--- config.mk ---
export PLATFORM = sky130hd
export DESIGN_NAME = serial_load_tx
export DESIGN_NICKNAME = d
export VERILOG_FILES = /design/src/rtl/serial_load_tx.sv
export SDC_FILE = /design/constraint.sdc
export NUM_CORES = 1
export LEC_CHECK = 0
export BUFFER_PORTS_ARGS = -buffer_cell sky130_fd_sc_hd__buf_4
export CAP_MARGIN = 20
export CELL_PAD_IN_SITES_DETAIL_PLACEMENT = 1
export CELL_PAD_IN_SITES_GLOBAL_PLACEMENT = 1
export CORE_ASPECT_RATIO = 1.4
export CORE_MARGIN = 4
export CORE_UTILIZATION = 45
export CTS_CLUSTER_SIZE = 30
export DETAILED_ROUTE_END_ITERATION = 7
export PLACE_DENSITY = 0.84
export SETUP_SLACK_MARGIN = 0.05
export SYNTH_ARGS = -nofsm -noshare
export SYNTH_HDL_FRONTEND = slang
export SYNTH_SLANG_ARGS = --single-unit
--- constraint.sdc ---
create_clock -name clk -period 5.2 [get_ports clk]
set_input_delay 1.04 -clock clk [delete_from_list [all_inputs] [get_ports clk]]
set_output_delay 1.04 -clock clk [all_outputs]
set_load 0.02 [all_outputs]
--- src/rtl/serial_load_tx.sv ---
// Parallel-to-serial transmitter for a 74HC595-style shift/latch chain.
// A load pulse captures data_in, the frame is shifted out on sdat/sclk, then slatch is strobed.
module serial_load_tx #(
  parameter int WIDTH     = 16,
  parameter int DIV       = 4,
  parameter bit MSB_FIRST = 1'b1
) (
  input  logic             clk,
  input  logic             rst_n,
  input  logic             load,
  input  logic [WIDTH-1:0] data_in,
  output logic             busy,
  output logic             sclk,
  output logic             sdat,
  output logic             slatch,
  output logic             done,
  output logic             overrun
);
  localparam int DW = $clog2(DIV + 1);
  localparam int BW = $clog2(WIDTH);
  localparam logic [DW-1:0] DIV_LAST  = DW'(DIV - 1);
  localparam logic [BW-1:0] BIT_FIRST = BW'(WIDTH - 1);

  typedef enum logic [1:0] {IDLE, LOW, HIGH, LATCH} state_t;

  state_t           state_reg, state_next;
  logic [WIDTH-1:0] shift_reg, shift_next, shifted;
  logic [BW-1:0]    bit_cnt_reg, bit_cnt_next;
  logic [DW-1:0]    div_cnt_reg, div_cnt_next;
  logic             busy_next, sclk_next, sdat_next, slatch_next, done_next, overrun_next;
  logic             div_end;

  // The bit at the send end of the register is the one currently on sdat.
  function automatic logic send_bit(input logic [WIDTH-1:0] v);
    return MSB_FIRST ? v[WIDTH-1] : v[0];
  endfunction

  if (MSB_FIRST) begin : g_shift_msb
    assign shifted = {shift_reg[WIDTH-2:0], 1'b0};
  end else begin : g_shift_lsb
    assign shifted = {1'b0, shift_reg[WIDTH-1:1]};
  end

  assign div_end = (div_cnt_reg == DIV_LAST);

  always_ff @(posedge clk or negedge rst_n) begin
    if (!rst_n) begin
      state_reg   <= IDLE;
      shift_reg   <= '0;
      bit_cnt_reg <= '0;
      div_cnt_reg <= '0;
      busy        <= 1'b0;
      sclk        <= 1'b0;
      sdat        <= 1'b0;
      slatch      <= 1'b0;
      done        <= 1'b0;
      overrun     <= 1'b0;
    end else begin
      state_reg   <= state_next;
      shift_reg   <= shift_next;
      bit_cnt_reg <= bit_cnt_next;
      div_cnt_reg <= div_cnt_next;
      busy        <= busy_next;
      sclk        <= sclk_next;
      sdat        <= sdat_next;
      slatch      <= slatch_next;
      done        <= done_next;
      overrun     <= overrun_next;
    end
  end

  always_comb begin
    state_next   = state_reg;
    shift_next   = shift_reg;
    bit_cnt_next = bit_cnt_reg;
    div_cnt_next = div_cnt_reg;
    busy_next    = busy;
    sclk_next    = sclk;
    sdat_next    = sdat;
    slatch_next  = slatch;
    done_next    = 1'b0;
    overrun_next = overrun;

    case (state_reg)
      IDLE: begin
        if (load) begin
          state_next   = LOW;
          shift_next   = data_in;
          bit_cnt_next = BIT_FIRST;
          div_cnt_next = '0;
          busy_next    = 1'b1;
          sclk_next    = 1'b0;
          sdat_next    = send_bit(data_in);
          slatch_next  = 1'b0;
          overrun_next = 1'b0;
        end
      end
      LOW: begin
        if (div_end) begin
          state_next   = HIGH;
          div_cnt_next = '0;
          sclk_next    = 1'b1;
        end else begin
          div_cnt_next = div_cnt_reg + 1'b1;
        end
      end
      HIGH: begin
        if (div_end) begin
          div_cnt_next = '0;
          sclk_next    = 1'b0;
          if (bit_cnt_reg == '0) begin
            state_next  = LATCH;
            sdat_next   = 1'b0;
            slatch_next = 1'b1;
          end else begin
            // Next bit goes out on the falling edge so it settles for a full low phase.
            state_next   = LOW;
            shift_next   = shifted;
            bit_cnt_next = bit_cnt_reg - 1'b1;
            sdat_next    = send_bit(shifted);
          end
        end else begin
          div_cnt_next = div_cnt_reg + 1'b1;
        end
      end
      LATCH: begin
        if (div_end) begin
          state_next   = IDLE;
          div_cnt_next = '0;
          busy_next    = 1'b0;
          slatch_next  = 1'b0;
          done_next    = 1'b1;
        end else begin
          div_cnt_next = div_cnt_reg + 1'b1;
        end
      end
      default: state_next = IDLE;
    endcase

    // busy is low only in IDLE, so this never fights the clear on acceptance.
    if (load && busy) overrun_next = 1'b1;
  end
endmodule

==> flow_summary_export.csv <==
group,metric,value,unit
status,status,"finished clean",
final_layout,area_growth,18.5,%
die,fp.dieH,76.2,um
logic_synthesis,synth_area_leaders,"dfrtp_1 (50%), nor2_1 (8.8%), ha_1 (6.7%), o22ai_1 (6.7%), a21oi_1 (2.3%)",
global_route,grt_antenna_before_repair,0,
min_path,min_path_cells,1,
power_and_ir_drop,power_frac_seq,38.2,%
worst_setup_path,worstPathArrival,2.69,ns
sta,fmax,406,MHz
die,ios,25,
worst_setup_path,cp_slowest_stage_delay,0.94,ns
sta,fin_worst_skew,0.00827,ns
drt,wirelength,3540,um
sta,slew_headroom,32.9,%
cts,root_buffer,"clkbuf_8",
die,initial_core_util,47.5,%
cts,numClockSinks,30,
global_route,grt_pass1_vias,1337,
worst_setup_path,worst-path-buf-inv,1,
power_and_ir_drop,switchingPower,0.000409,W
logic_synthesis,synth_cell_types,36,
worst_setup_path,r2r_cells,6,
logic_synthesis,synth_mux_area_share,0,%
sta,tightest_slew,1.01,ns
power_and_ir_drop,totalPowerFinal,0.00100,W
final_layout,drive_above_1_share,21.2,%
cts,cts_hold_buffers,0,
min_path,hp-class,"register to register",
power_and_ir_drop,combPwrFrac,42.9,%
cts,clock_latency,0.28,ns
logic_synthesis,yosys_warnings,0,
cts,cts_inserted_buffers,5,
sta,setup_viol,0,
power_and_ir_drop,clkPwrFrac,18.8,%
drt,drc,0,
logic_synthesis,synthesis.nets,180,
power_and_ir_drop,p_leak,0.769,nW
logic_synthesis,synth_compound_area_share,21.1,%
logic_synthesis,ys_seq_area_share,50.2,%
worst_setup_path,rr_endpoint,"bit_cnt_reg[2]",
worst_setup_path,worstSetupEndpointType,"register",
drt,wire_per_inst,16.3,um
sta,finalHoldViolCount,0,
min_path,min_from,"bit_cnt_reg[0]",
final_layout,largest_register_ffs,15,
placement,hpwl,2590,um
worst_setup_path,r2r-start,"state_reg[0]",
cts,path_clk_slew,0.06,ns
logic_synthesis,yosysTopAreaCellShare,50.2,%
global_route,grt_first_pass_wirelength,6400,um
logic_synthesis,syn_avg_cell_area,9.78,um2
worst_setup_path,crit_required,5.42,ns
logic_synthesis,synth_top_family_by_area,"compound AO/OA/AOI/OAI gates",
final_layout,nNetsFinal,205,
final_layout,n_fill_cell,377,
worst_setup_path,reg2reg_setup_slack,2.73,ns
cts,postCtsSetupBuffers,0,
die,core,3150,um2
logic_synthesis,yosys.area.top_type,"dfrtp_1",
drt,drtAntennaViolNets,0,
worst_setup_path,critical_path_class,"register to register",
worst_setup_path,cp_top_family,"compound AO/OA/AOI/OAI gates",
sta,tns,0,ns
die,rows,24,
power_and_ir_drop,internal_power,0.000595,W
cts,htree_levels,2,
run,maxCapViolCount,0,
sta,rsz0062_at_grt,"false",
sta,fin_crit_sh,47.4,%
drt,drt_iter0_markers,21,
drt,vias_per_cell,5.57,
worst_setup_path,critical_path.startpoint_type,"register",
drt,vias,1214,
logic_synthesis,synthSimpleGateAreaFrac,16.9,%
logic_synthesis,syn-cell-area,1500,um2
global_route,grt_max_degree,31,
power_and_ir_drop,power_density,566,nW/um2
power_and_ir_drop,irDropWorstVdd,0.301,mV
worst_setup_path,crit_path_max_fanout,18,
logic_synthesis,synth_xor_area_share,0,%
logic_synthesis,synth-seq-cells,30,
sta,report.final.slew_viol_count,0,
cts,post_cts_resized,0,
global_route,grt_use_total,19.0,%
worst_setup_path,cp_slowest_cell,"a2111oi_4",
sta,min_period,2.47,ns
power_and_ir_drop,p_sw_share,40.7,%
worst_setup_path,cp_cell_sequence,"inv_1, ha_1, nor2b_1, a2111oi_4, or2_1, o311a_1",
min_path,hold_end,"bit_cnt_reg[0]",
final_layout,insertedDiodeCount,0,
logic_synthesis,synth_cells,153,
cts,clockBufferDepth,2,
drt,dr.pass1.iters,4,
placement,io_buffers,24,
die,dieArea,4320,um2
die,fp.dieW,56.7,um
placement,routabilityCongestion,0.771,
cts,cts_tree,"built",
global_route,grt_overflow_total,0,
logic_synthesis,synth_adder_area_share,6.69,%
## cells in the final DEF, fill, tap and decap left out, drive strengths merged, types with 4 or more instances in the layout
master / count
a21oi: 7
buf: 24
clkbuf: 7
dfrtp: 30
ha: 8
inv: 9
nand2: 4
nor2: 35
o21ai: 5
o22ai: 16
## layout make-up
type / instances / area, um2 / area share [%]
flip-flops and latches: 30 / 751 / 42.3
multi-input cells: 108 / 668 / 37.7
repair buffers: 24 / 180 / 10.2
clock buffers: 7 / 86.3 / 4.87
well taps: 39 / 48.8 / 2.75
inverters: 9 / 33.8 / 1.91
clock inverters: 1 / 5.00 / 0.282
## through the flow
stage	std cells	hold WS (ns)	area, um2	setup WS (ns)	utilization, %
after global routing	218	0.510	1770	2.46	56.2
after global placement	210	0.475	1680	2.62	53.3
after CTS	218	0.500	1770	2.73	56.2
after detailed placement	210	0.488	1680	2.51	53.3
final	218	0.502	1770	2.73	56.2
after floorplan	153	0.451	1500	3.12	-
## logic make-up after synthesis
group / count (synthesis)
AOI/OAI and AO/OA: 45
adders and majority gates: 8
DFF: 30
buffers and inverters: 15
and+or+nand+nor: 55
## power groups by stage
stage,combinational [W],sequential [W],clock [W]
2_1_floorplan,0.000317,0.000386,0
3_3_place_gp,0.000407,0.000380,0
3_5_place_dp,0.000431,0.000388,0
4_1_cts,0.000436,0.000384,0.000195
5_1_grt,0.000495,0.000398,0.000207
6_report,0.000431,0.000384,0.000189
## routing by layer
layer,vias up,track usage (%),share of wire (%)
met1,592,22.9,42
li1,590,-,-
met4,0,7.42,1.9
met2,25,31.9,53
met5,-,0,0
met3,7,4.75,3.4
## worst register-to-register path: stages, from the launching register on
cell and delay, ns:
dfrtp_1 0.43, inv_1 0.11, ha_1 0.29, nor2b_1 0.26, a2111oi_4 0.94, or2_1 0.21
o311a_1 0.16
## cell usage after synthesis
cell type and instances:
a2111oi_0 1, a2111oi_4 1, a211oi_1 1, a21boi_0 1, a21o_2 2, a21oi_1 7, a22o_1 1, a22o_2 1
a22oi_1 2, a31oi_1 2, and2_1 1, buf_2 2, buf_4 1, buf_6 2, clkbuf_1 1, dfrtp_1 30
ha_1 8, inv_1 9, nand2_1 4, nand2b_1 1, nand3_1 2, nand4_1 2, nor2_1 35, nor2b_1 2
nor4_1 1, nor4bb_1 1, o21a_1 2, o21ai_0 5, o22ai_1 16, o311a_1 1, o31ai_1 2, or2_1 1
or2_2 1, or2b_2 1, or3_1 2, or3b_2 1
## worst max path at each step
stage,end,cells past startpoint,slack [ns],start
2_1_floorplan,shift_reg[0],5,3.12,load
3_3_place_gp,bit_cnt_reg[2],5,2.62,load
3_5_place_dp,bit_cnt_reg[2],5,2.51,load
4_1_cts,bit_cnt_reg[2],6,2.73,state_reg[0]
5_1_grt,shift_reg[0],5,2.46,state_reg[0]
6_report,bit_cnt_reg[2],6,2.73,state_reg[0]
(Power assumes the default switching activity.)
